`config.mk`:
```
export PLATFORM = sky130hd
export DESIGN_NAME = regfile_wb_arbiter
export DESIGN_NICKNAME = d
export VERILOG_FILES = /design/src/rtl/regfile_arb_pkg.sv /design/src/rtl/rr_arbiter.sv /design/src/rtl/regfile_wb_arbiter.sv
export SDC_FILE = /design/constraint.sdc
export NUM_CORES = 1
export LEC_CHECK = 0
export CAP_MARGIN = 20
export CORE_MARGIN = 3
export CORE_UTILIZATION = 45
export CTS_CLUSTER_SIZE = 12
export DETAILED_ROUTE_END_ITERATION = 7
export MAX_ROUTING_LAYER = met4
export PLACE_DENSITY = 0.86
export SETUP_SLACK_MARGIN = 0.02
export SYNTH_ARGS = -nofsm -noshare
export SYNTH_HDL_FRONTEND = slang
export SYNTH_SLANG_ARGS = --single-unit
```
`constraint.sdc`:
```
create_clock -name clk -period 5.9 [get_ports clk]
set_input_delay 1.475 -clock clk [delete_from_list [all_inputs] [get_ports clk]]
set_output_delay 1.475 -clock clk [all_outputs]
set_load 0.02 [all_outputs]
```
`src/rtl/regfile_arb_pkg.sv`:
```
// Shared defaults and types for the register-file write-back arbiter.
// Configuration macro: WB_ARB_RR_EN selects round-robin grant (fixed priority otherwise).
package regfile_arb_pkg;

    localparam int unsigned AW_DEF = 5;
    localparam int unsigned DW_DEF = 32;
    localparam int unsigned NREG   = 2 ** AW_DEF;

    typedef enum logic {
        ARB_FIXED = 1'b0,
        ARB_RR    = 1'b1
    } arb_mode_e;

`ifdef WB_ARB_RR_EN
    localparam arb_mode_e ARB_MODE = ARB_RR;
`else
    localparam arb_mode_e ARB_MODE = ARB_FIXED;
`endif

    typedef struct packed {
        logic [AW_DEF-1:0] rd;
        logic [DW_DEF-1:0] data;
    } wb_bundle_t;

endpackage

```
`src/rtl/rr_arbiter.sv`:
```
// One-hot grant generator for the write-back port.
// WB_ARB_RR_EN defined: round-robin with last-grant pointer; undefined: lowest index wins.
module rr_arbiter #(
    parameter int unsigned NREQ = 2
) (
    input  logic            clk,
    input  logic            rst_n,
    input  logic [NREQ-1:0] valid,
    input  logic            accept,
    output logic [NREQ-1:0] grant
);

`ifdef WB_ARB_RR_EN
    localparam int unsigned IW = (NREQ > 1) ? $clog2(NREQ) : 1;

    logic [IW-1:0] last_grant;
    logic [IW-1:0] grant_idx;

    // Search starts one past the last granted index and wraps.
    always_comb begin
        logic [IW-1:0] idx;
        logic          found;
        grant     = '0;
        grant_idx = '0;
        found     = 1'b0;
        idx       = '0;
        for (int unsigned off = 1; off <= NREQ; off++) begin
            idx = IW'((int unsigned'(last_grant) + off) % NREQ);
            if (!found && valid[idx]) begin
                grant[idx] = 1'b1;
                grant_idx  = idx;
                found      = 1'b1;
            end
        end
    end

    always_ff @(posedge clk or negedge rst_n) begin
        if (!rst_n) begin
            last_grant <= IW'(NREQ - 1);
        end else if (accept) begin
            last_grant <= grant_idx;
        end
    end
`else
    logic unused_fixed;

    // Isolate the lowest set bit of valid.
    always_comb begin
        grant = valid & (~valid + NREQ'(1));
    end

    assign unused_fixed = ^{clk, rst_n, accept};
`endif

endmodule

```
`src/rtl/regfile_wb_arbiter.sv`:
```
// Register-file write-back arbiter with registered output stage and pending-write scoreboard.
// Grant policy follows WB_ARB_RR_EN (see rr_arbiter).
module regfile_wb_arbiter
    import regfile_arb_pkg::*;
#(
    parameter int unsigned NREQ = 2,
    parameter int unsigned AW   = AW_DEF,
    parameter int unsigned DW   = DW_DEF
) (
    input  logic                 clk,
    input  logic                 rst_n,
    input  logic [NREQ-1:0]      req_valid,
    output logic [NREQ-1:0]      req_ready,
    input  logic [NREQ*AW-1:0]   req_rd,
    input  logic [NREQ*DW-1:0]   req_data,
    output logic                 rf_reg_write,
    output logic [AW-1:0]        rf_rd,
    output logic [DW-1:0]        rf_write_data,
    input  logic                 rsv_valid,
    input  logic [AW-1:0]        rsv_rd,
    input  logic [AW-1:0]        chk_rs,
    input  logic [AW-1:0]        chk_rt,
    output logic                 stall,
    output logic [(2**AW)-1:0]   busy
);

    logic [NREQ-1:0]    grant;
    logic               transfer;
    logic [AW-1:0]      sel_rd;
    logic [DW-1:0]      sel_data;
    logic [(2**AW)-1:0] busy_nxt;

    rr_arbiter #(
        .NREQ (NREQ)
    ) u_arb (
        .clk    (clk),
        .rst_n  (rst_n),
        .valid  (req_valid),
        .accept (transfer),
        .grant  (grant)
    );

    assign req_ready = rst_n ? grant : '0;
    assign transfer  = |(req_valid & req_ready);

    // One-hot grant lets the selection be a plain AND-OR mux.
    always_comb begin
        sel_rd   = '0;
        sel_data = '0;
        for (int unsigned i = 0; i < NREQ; i++) begin
            sel_rd   = sel_rd   | (req_rd[i*AW +: AW]   & {AW{req_ready[i]}});
            sel_data = sel_data | (req_data[i*DW +: DW] & {DW{req_ready[i]}});
        end
    end

    always_ff @(posedge clk or negedge rst_n) begin
        if (!rst_n) begin
            rf_reg_write  <= 1'b0;
            rf_rd         <= '0;
            rf_write_data <= '0;
        end else begin
            rf_reg_write <= transfer;
            if (transfer) begin
                rf_rd         <= sel_rd;
                rf_write_data <= sel_data;
            end
        end
    end

    // Set is applied after clear so a same-cycle reservation wins.
    always_comb begin
        busy_nxt = busy;
        if (rf_reg_write) begin
            busy_nxt[rf_rd] = 1'b0;
        end
        if (rsv_valid) begin
            busy_nxt[rsv_rd] = 1'b1;
        end
    end

    always_ff @(posedge clk or negedge rst_n) begin
        if (!rst_n) begin
            busy <= '0;
        end else begin
            busy <= busy_nxt;
        end
    end

    assign stall = busy[chk_rs] | busy[chk_rt];

endmodule
```
# --- Yosys cells after proc, flatten, opt, wreduce, memory -nomap -nowiden ---
# Cells that the tools add are included.
word_totals:
  word_cells: 38
  register_bits: 70
  input_bits: 94
classes:
  mux: 11
  bitwise: 13
  n_lt_le_gt_ge: 6
  n_reduce_logical: 3
  add_sub_neg: 1
ops:
  columns: ["operator", "n"]
  rows:
  - ["$and 32x32->32", 3]
  - ["$mux 32", 2]
  - ["$or 32x32->32", 2]
  - ["$not 32->32", 1]
  - ["$lt 5x6->1 const B", 4]
  - ["$and 5x5->5", 2]
  - ["$bmux 1 s5", 2]
  - ["$demux 1 s5", 2]
  - ["$ge 5x1->1 const B", 2]
  - ["$or 5x5->5", 1]
  - ["$and 2x2->2", 2]
  - ["$mux 1", 4]
  - ["$add 2x1->2 const B", 1]
  - ["$logic_and 1x1->1", 2]
  - ["$mux 2", 1]
  - ["$not 2->2", 1]
  - ["$reduce_or 2->1", 1]
  - ["$or 1x1->1", 1]

# --- Logic depth before layout (Yosys ltp) ---
# Gate-level depths: netlist (run 1).
depth:
  ltp_word: 9
  ltp_mapped: 6

# --- By module ---
# From an unflattened synthesis (run 1), not the netlist that was laid out.
unflattened:
  cells_unflattened: 357
  area_unflattened_um2: 3587.2
modules_own_cells:
  columns: ["mod", "area_each_um2", "cells_per_inst", "n_inst"]
  rows:
  - ["regfile_wb_arbiter", 3565.9, 355, 1]
  - ["rr_arbiter", 21.3, 2, 1]

# --- Worst setup path before layout (run 1) ---
# No wires, ideal clock.
synth_timing:
  path_type: "input-to-output"
  startpoint: "input port chk_rs[1]"
  endpoint: "output port stall"
  path_stages: 6
  setup_slack_ps: 1574
  t_arrival_ps: 2851
  t_required_ps: 4425
  n_path_buf: 1
  cell_sequence: "clkbuf_1 -> mux2_1 -> nor3b_1 -> a311oi_1 -> a311oi_1 -> nand4_1"
synth_via:
  elab_chain_len: 3
synth_rtl:
  columns: ["item", "line_no", "source"]
  rows:
  - ["start: declaration", "regfile_wb_arbiter.sv:21", "input logic [AW-1:0] chk_rs,"]
  - ["$bmux 1 s5", "regfile_wb_arbiter.sv:89", "assign stall = busy[chk_rs] | busy[chk_rt];"]
  - ["$mux 1 (implied by the code)", "regfile_wb_arbiter.sv:89", null]
  - ["$or 1x1->1", "regfile_wb_arbiter.sv:89", null]
  - ["end: declaration", "regfile_wb_arbiter.sv:23", "output logic stall,"]
# Every way passes these cells. The select of a mux whose other input is x is not followed.

# --- Final worst setup path (run 1) ---
layout_timing:
  startpoint: "input port chk_rt[2]"
  endpoint: "output port stall"
layout_via:
  elab_chain_len: 3
layout_rtl:
  columns: ["item", "line_no", "source"]
  rows:
  - ["start: declaration", "regfile_wb_arbiter.sv:22", "input logic [AW-1:0] chk_rt,"]
  - ["$bmux 1 s5", "regfile_wb_arbiter.sv:89", null]
  - ["$mux 1 (implied by the code)", "regfile_wb_arbiter.sv:89", null]
  - ["$or 1x1->1", "regfile_wb_arbiter.sv:89", null]
# Every way passes these cells. The select of a mux whose other input is x is not followed.

==> results of run 1 <==
worst register-to-register path, delay by kind of cell, from the launching register on:
kind / cells / cell delay [ns]
compound gates: 2 / 0.33
flops: 1 / 0.44
simple gates: 1 / 0.57
routing by layer:
| layer | routed length, microns | vias up | part of all wire [%] |
|---|---|---|---|
| met4 | 289 | 0 | 2.5 |
| met2 | 5490 | 204 | 47 |
| li1 | - | 1584 | - |
| met3 | 1000 | 24 | 8.6 |
| met5 | 0 | - | 0 |
| met1 | 4850 | 1676 | 42 |
final timing paths:
kind / from / to / slack, ns / cells after the start
setup / recovery: chk_rt[2] / stall / 0.45 / 7
hold / removal: rf_write_data[1] / rf_write_data[1] / 0.51 / 1
setup reg to reg: rf_rd[1] / busy[12] / 4.43 / 3
hold reg to reg: rf_write_data[1] / rf_write_data[1] / 0.51 / 1
max in group asynchronous: rst_n / rf_write_data[10] / 3.66 / 2
min in group asynchronous: rst_n / busy[29] / 1.12 / 1
power by group through the flow:
stage	clock network, W	logic (W)	registers [W]
6_report	0.000441	0.000711	0.000719
4_1_cts	0.000449	0.000715	0.000714
2_1_floorplan	0	0.000231	0.000807
3_5_place_dp	0	0.000714	0.000722
5_1_grt	0.000468	0.000760	0.000732
3_3_place_gp	0	0.000696	0.000719
cells by family (layout without fill, tap and decap cells):
group | count (synthesis) | in the layout | share of synthesized area, %
compound gates | 149 | 149 | 29.0
flops | 70 | 70 | 48.4
simple gates | 54 | 54 | 9.50
buf+inv | 28 | 189 | 3.35
mux | 19 | 19 | 9.78
cell usage after synthesis, drive strengths merged:
cell type | n | share of area, %
nor2 | 5 | 0.52
nand4b | 1 | 0.24
a211oi | 2 | 0.41
mux2i | 5 | 1.4
a2111oi | 1 | 0.24
buf | 3 | 0.76
nand3b | 13 | 2.7
nand4 | 3 | 0.52
and2 | 2 | 0.35
o21ai | 65 | 9.0
a211o | 1 | 0.24
a311oi | 3 | 0.73
nand2 | 4 | 0.41
a22o | 73 | 18
dfrtp | 70 | 48
mux2 | 3 | 0.93
mux4 | 11 | 7.5
nand2b | 3 | 0.52
clkbuf | 23 | 2.4
nor3b | 1 | 0.21
nor4b | 1 | 0.24
nand3 | 6 | 0.83
a21oi | 2 | 0.28
or3b | 6 | 1.5
nor3 | 1 | 0.14
o311ai | 1 | 0.24
or3 | 2 | 0.35
nor2b | 6 | 1.0
o211ai | 1 | 0.21
inv | 2 | 0.21
through the flow:
step | cell area, sq um | setup WS, ns | utilization (%)
5_1_grt | 5570 | 0.266 | 71.7
2_1_floorplan | 3620 | 1.57 | -
3_3_place_gp | 5340 | 0.498 | 68.7
4_1_cts | 5570 | 0.440 | 71.7
6_report | 5570 | 0.452 | 71.7
3_5_place_dp | 5340 | 0.458 | 68.7
sequential cells by signal, summed over array words and instances, names as in the netlist:
name,flops
rf_reg_write,1
busy,32
rf_write_data,32
rf_rd,5
final cells by class:
cell class	instances	area, sq um	area share (%)
sequential	70	1750	31.4
tap	102	128	2.29
clock inverter	4	77.6	1.39
clock buffer	12	155	2.79
multi-input combinational	222	1750	31.5
inverter	2	7.51	0.135
timing repair buffer	171	1700	30.5
==> flow_metrics.env, run 1 <==
export IMPL_place_inst=567
export IMPL_critPathLaunchType="input port"
export IMPL_gp_congestion=0.915
export IMPL_cts_num_sinks=70
export IMPL_vias=3488
export IMPL_drive_gt1_share_pct=6.24
export IMPL_synth_cell_type_count=35
export IMPL_worstPathBufferInverterCount=2
export IMPL_setup_viol=0
export IMPL_layout_cells_non_filler=583
export IMPL_detailedPlacementHpwl_microns=8680
export IMPL_antenna_found_initial=0
export IMPL_clk_pin_slew_ns=0.07
export IMPL_status="finished clean"
export IMPL_numCtsBuffers=9
export IMPL_hold_buffers=0
export IMPL_clk_latency_ns=0.34
export IMPL_powerDensity_mw_per_mm2=336
export IMPL_grt_pass1_vias=3492
export IMPL_antenna_cells=0
export IMPL_layout_common_cells="165 x clkdlybuf4s50_1, 73 x a22o_1, 70 x dfrtp_1"
export IMPL_syn_nets=414
export IMPL_htreeDepth=3
export IMPL_min_period_ns=5.45
export IMPL_crit_type="in -> out"
export IMPL_met1_usage_pct=37.4
export IMPL_endpoint_kind="output port"
export IMPL_nFillCells=577
export IMPL_clock_fmax_mhz=184
export IMPL_ant_nets=0
export IMPL_p_leak_nw=2.17
export IMPL_swShare_pct=34.1
export IMPL_max_slew_worst_pin_slew_ns=0.718
export IMPL_initialDrtViolationCount=292
export IMPL_sequentialPowerShare_pct=38.4
export IMPL_met2_usage_pct=39.8
export IMPL_cts_max_path_buffers=2
export IMPL_route_detailed_drc=0
export IMPL_grt_usage_pct=27.1
export IMPL_crit_family="buffers and inverters"
export IMPL_hold_viol=0
export IMPL_die_area_sq_mm=0.00916
export IMPL_drt_wirelength_per_cell_microns=20.0
export IMPL_hold_path_class="reg -> reg"
export IMPL_gr_total_overflow=0
export IMPL_io_pins=167
export IMPL_yosys_warnings=0
export IMPL_clockPowerShare_pct=23.6
export IMPL_start_util_pct=46.6
export IMPL_finalClockSkew_ns=0.00688
export IMPL_synth_seq_cells=70
export IMPL_slew_headroom_pct=52.1
export IMPL_p_total_w=0.00187
export IMPL_grtUsageMet3_pct=5.55
export IMPL_period_share_pct=92.3
export IMPL_cpMaxStageDelayCell="clkdlybuf4s50_1"
export IMPL_cts_tree="yes"
export IMPL_slew_violations=0
export IMPL_critPathMaxStageDelay_ns=0.83
export IMPL_die_h_microns=95.7
export IMPL_grt_first_pass_wirelength_microns=18400
export IMPL_area_delta_synth_final_pct=53.8
export IMPL_dr_pass1_iters=7
export IMPL_tns_ns=0
export IMPL_cp_cell_sequence="clkdlybuf4s50_1, mux4_2, nand3b_1, nand4_1, a311oi_1, nand4_1, clkdlybuf4s50_1"
export IMPL_die_w_microns=95.7
export IMPL_wl_microns=11600
export IMPL_postCtsSetupBuffers=0
export IMPL_cts_resized=0
export IMPL_final_common_cell="clkdlybuf4s50_1"
export IMPL_rows=32
export IMPL_portBuffers=166
export IMPL_yosysSeqAreaShare_pct=48.4
export IMPL_core_sq_mm=0.00777
export IMPL_viasPerCell=5.98
export IMPL_grt_max_degree=64
export IMPL_root_buffer="clkbuf_8"
export IMPL_vdd_drop_max_v=0.000169
export IMPL_p_switching_w=0.000637
export IMPL_avgSynthCellArea_sq_um=11.3
export IMPL_drv_cap=0
export IMPL_crit_fanout=13
export IMPL_grt_setup_unrepaired="false"
export IMPL_postSynthCellCount=320
export IMPL_pwr_share_comb_pct=38.0
export IMPL_critPathRequiredTime_ns=4.43
export IMPL_busiest_layer="met2"
export IMPL_holdWs_ns=0.505
export IMPL_internal_power_w=0.00123
export IMPL_nNetsFinal=570
export IMPL_worstPathArrival_ns=3.97
export IMPL_synth_area_sq_mm=0.00362
Note: power is estimated with default switching activity, not from simulation.
==> run 2, diff against run 1 <==
--- a/config.mk
+++ b/config.mk
@@ -7,11 +7,10 @@
 export LEC_CHECK = 0
 export CAP_MARGIN = 20
 export CORE_MARGIN = 3
-export CORE_UTILIZATION = 45
+export CORE_UTILIZATION = 30
 export CTS_CLUSTER_SIZE = 12
 export DETAILED_ROUTE_END_ITERATION = 7
 export MAX_ROUTING_LAYER = met4
-export PLACE_DENSITY = 0.86
 export SETUP_SLACK_MARGIN = 0.02
 export SYNTH_ARGS = -nofsm -noshare
 export SYNTH_HDL_FRONTEND = slang
==> flow_metrics.env, run 2 (same netlist as run 1, synthesis figures left out) <==
export IMPL_status="finished clean"
export IMPL_viasPerCell=5.50
export IMPL_cts_max_path_buffers=2
export IMPL_pwr_share_comb_pct=36.6
export IMPL_period_share_pct=92.0
export IMPL_slew_violations=0
export IMPL_detailedPlacementHpwl_microns=9080
export IMPL_critPathRequiredTime_ns=4.43
export IMPL_internal_power_w=0.00128
export IMPL_cts_tree="yes"
export IMPL_critPathMaxStageDelay_ns=0.83
export IMPL_grt_setup_unrepaired="false"
export IMPL_clk_pin_slew_ns=0.06
export IMPL_min_period_ns=5.43
export IMPL_reg2reg_from="rf_rd[0]"
export IMPL_portBuffers=166
export IMPL_busiest_layer="met2"
export IMPL_final_common_cell="clkdlybuf4s50_1"
export IMPL_htreeDepth=3
export IMPL_wl_microns=12100
export IMPL_die_area_sq_mm=0.0134
export IMPL_crit_fanout=13
export IMPL_crit_type="in -> out"
export IMPL_cp_cell_sequence="clkdlybuf4s50_1, mux4_2, nand3_1, nand4_1, a311oi_1, nand4_1, clkdlybuf4s50_1"
export IMPL_io_pins=167
export IMPL_grt_usage_pct=18.7
export IMPL_ant_nets=0
export IMPL_grt_max_degree=66
export IMPL_die_h_microns=116
export IMPL_drv_cap=0
export IMPL_setup_viol=0
export IMPL_grt_first_pass_wirelength_microns=18800
export IMPL_sequentialPowerShare_pct=37.5
export IMPL_cpMaxStageDelayCell="clkdlybuf4s50_1"
export IMPL_clockPowerShare_pct=25.9
export IMPL_finalClockSkew_ns=0.00762
export IMPL_antenna_found_initial=0
export IMPL_worstPathBufferInverterCount=2
export IMPL_cts_num_sinks=70
export IMPL_die_w_microns=116
export IMPL_vias=3426
export IMPL_clock_fmax_mhz=184
export IMPL_max_slew_worst_pin_slew_ns=0.756
export IMPL_postCtsSetupBuffers=0
export IMPL_rows=39
export IMPL_powerDensity_mw_per_mm2=341
export IMPL_gp_congestion=0.867
export IMPL_r2r_cells=3
export IMPL_gr_total_overflow=0
export IMPL_utilization_pct=48.8
export IMPL_cts_resized=0
export IMPL_hold_end="rf_write_data[13]"
export IMPL_nNetsFinal=570
export IMPL_grt_pass1_vias=3441
export IMPL_p_switching_w=0.000656
export IMPL_layout_common_cells="165 x clkdlybuf4s50_1, 73 x a22o_1, 70 x dfrtp_1"
export IMPL_critPathLaunchType="input port"
export IMPL_initialDrtViolationCount=216
export IMPL_slew_headroom_pct=49.6
export IMPL_drive_gt1_share_pct=6.04
export IMPL_hold_viol=0
export IMPL_root_buffer="clkbuf_16"
export IMPL_dpl_worst_slack_ns=0.469
export IMPL_worstHoldPathCells=1
export IMPL_endpoint_kind="output port"
export IMPL_hold_path_class="reg -> reg"
export IMPL_p_leak_nw=2.18
export IMPL_dr_pass1_iters=4
export IMPL_rrSetupSlack_ns=4.52
export IMPL_area_delta_synth_final_pct=56.5
export IMPL_numCtsBuffers=9
export IMPL_tns_ns=0
export IMPL_hp_start="rf_write_data[13]"
export IMPL_swShare_pct=34.0
export IMPL_worstPathArrival_ns=3.96
export IMPL_antenna_cells=0
export IMPL_route_detailed_drc=0
export IMPL_core_sq_mm=0.0116
export IMPL_reg_largest_list="busy (32), rf_write_data (32), rf_rd (5)"
export IMPL_setup_slack_ns=0.470
export IMPL_crit_family="buffers and inverters"
export IMPL_timing_rr_end="busy[28]"
export IMPL_grtUsageMet3_pct=5.54
export IMPL_vdd_drop_max_v=0.000137
export IMPL_met2_usage_pct=26.2
export IMPL_start_util_pct=31.2
export IMPL_met1_usage_pct=25.8
export IMPL_drt_wirelength_per_cell_microns=19.5
export IMPL_hold_buffers=0
export IMPL_clk_latency_ns=0.33
==> run 2: changes by cell type in the layout (fill, tap and decap cells not counted) <==
cell,previous run,this run
bufinv_16,2,0
clkbuf_16,0,9
clkbuf_8,11,2
clkinv_2,0,1
clkinv_4,1,0
clkinvlp_4,0,2
inv_6,1,0
==> run 2: worst reg2reg max path, stage by stage (launching register included) <==
cell	delay, ns
dfrtp_1	0.44
or3b_1	0.55
o21ai_1	0.19
o21ai_1	0.08
==> run 2: power by group through the flow <==
stage / sequential (W) / combinational (W) / clock, W
after CTS: 0.000722 / 0.000711 / 0.000516
after global routing: 0.000739 / 0.000758 / 0.000533
after global placement: 0.000729 / 0.000705 / 0
after detailed placement: 0.000728 / 0.000711 / 0
final: 0.000724 / 0.000707 / 0.000501
after floorplan: 0.000807 / 0.000231 / 0
==> run 2: cell type report <==
cell class,instances,area (sq um)
Clock buffer,12,256
Clock inverter,3,20.0
Fill cell,1094,5950
Inverter,2,7.51
Multi-Input combinational cell,222,1750
Sequential cell,70,1750
Tap cell,143,179
Timing Repair Buffer,171,1700
==> run 2: through the flow <==
step           hold WS [ns]  std cells  total power, W  instance area, sq um
5_1_grt               0.519        623         0.00203                  5670
3_3_place_gp          0.487        608         0.00143                  5390
6_report              0.503        623         0.00193                  5670
4_1_cts               0.509        623         0.00195                  5670
2_1_floorplan         0.626        320         0.00104                  3620
3_5_place_dp          0.492        608         0.00144                  5390
==> run 2: worst max path at each step <==
stage	from	endpoint	cells after the start
after floorplan	chk_rs[1]	stall	6
after global placement	chk_rt[2]	stall	7
after detailed placement	chk_rt[2]	stall	7
after CTS	chk_rt[2]	stall	7
after global routing	chk_rt[2]	stall	7
final	chk_rt[2]	stall	7
==> run 2: per-layer routing <==
layer | part of all wire (%) | vias to the layer above
met5 | 0 | -
met4 | 1.5 | 0
met3 | 11 | 12
met2 | 42 | 181
met1 | 45 | 1646
li1 | - | 1587
==> run 3, diff against run 2 <==
--- a/config.mk
+++ b/config.mk
@@ -15,3 +15,4 @@
 export SYNTH_ARGS = -nofsm -noshare
 export SYNTH_HDL_FRONTEND = slang
 export SYNTH_SLANG_ARGS = --single-unit
+export TNS_END_PERCENT = 50
==> results of run 3 <==
Final layout, timing and power as in run 2 (identical DEF).
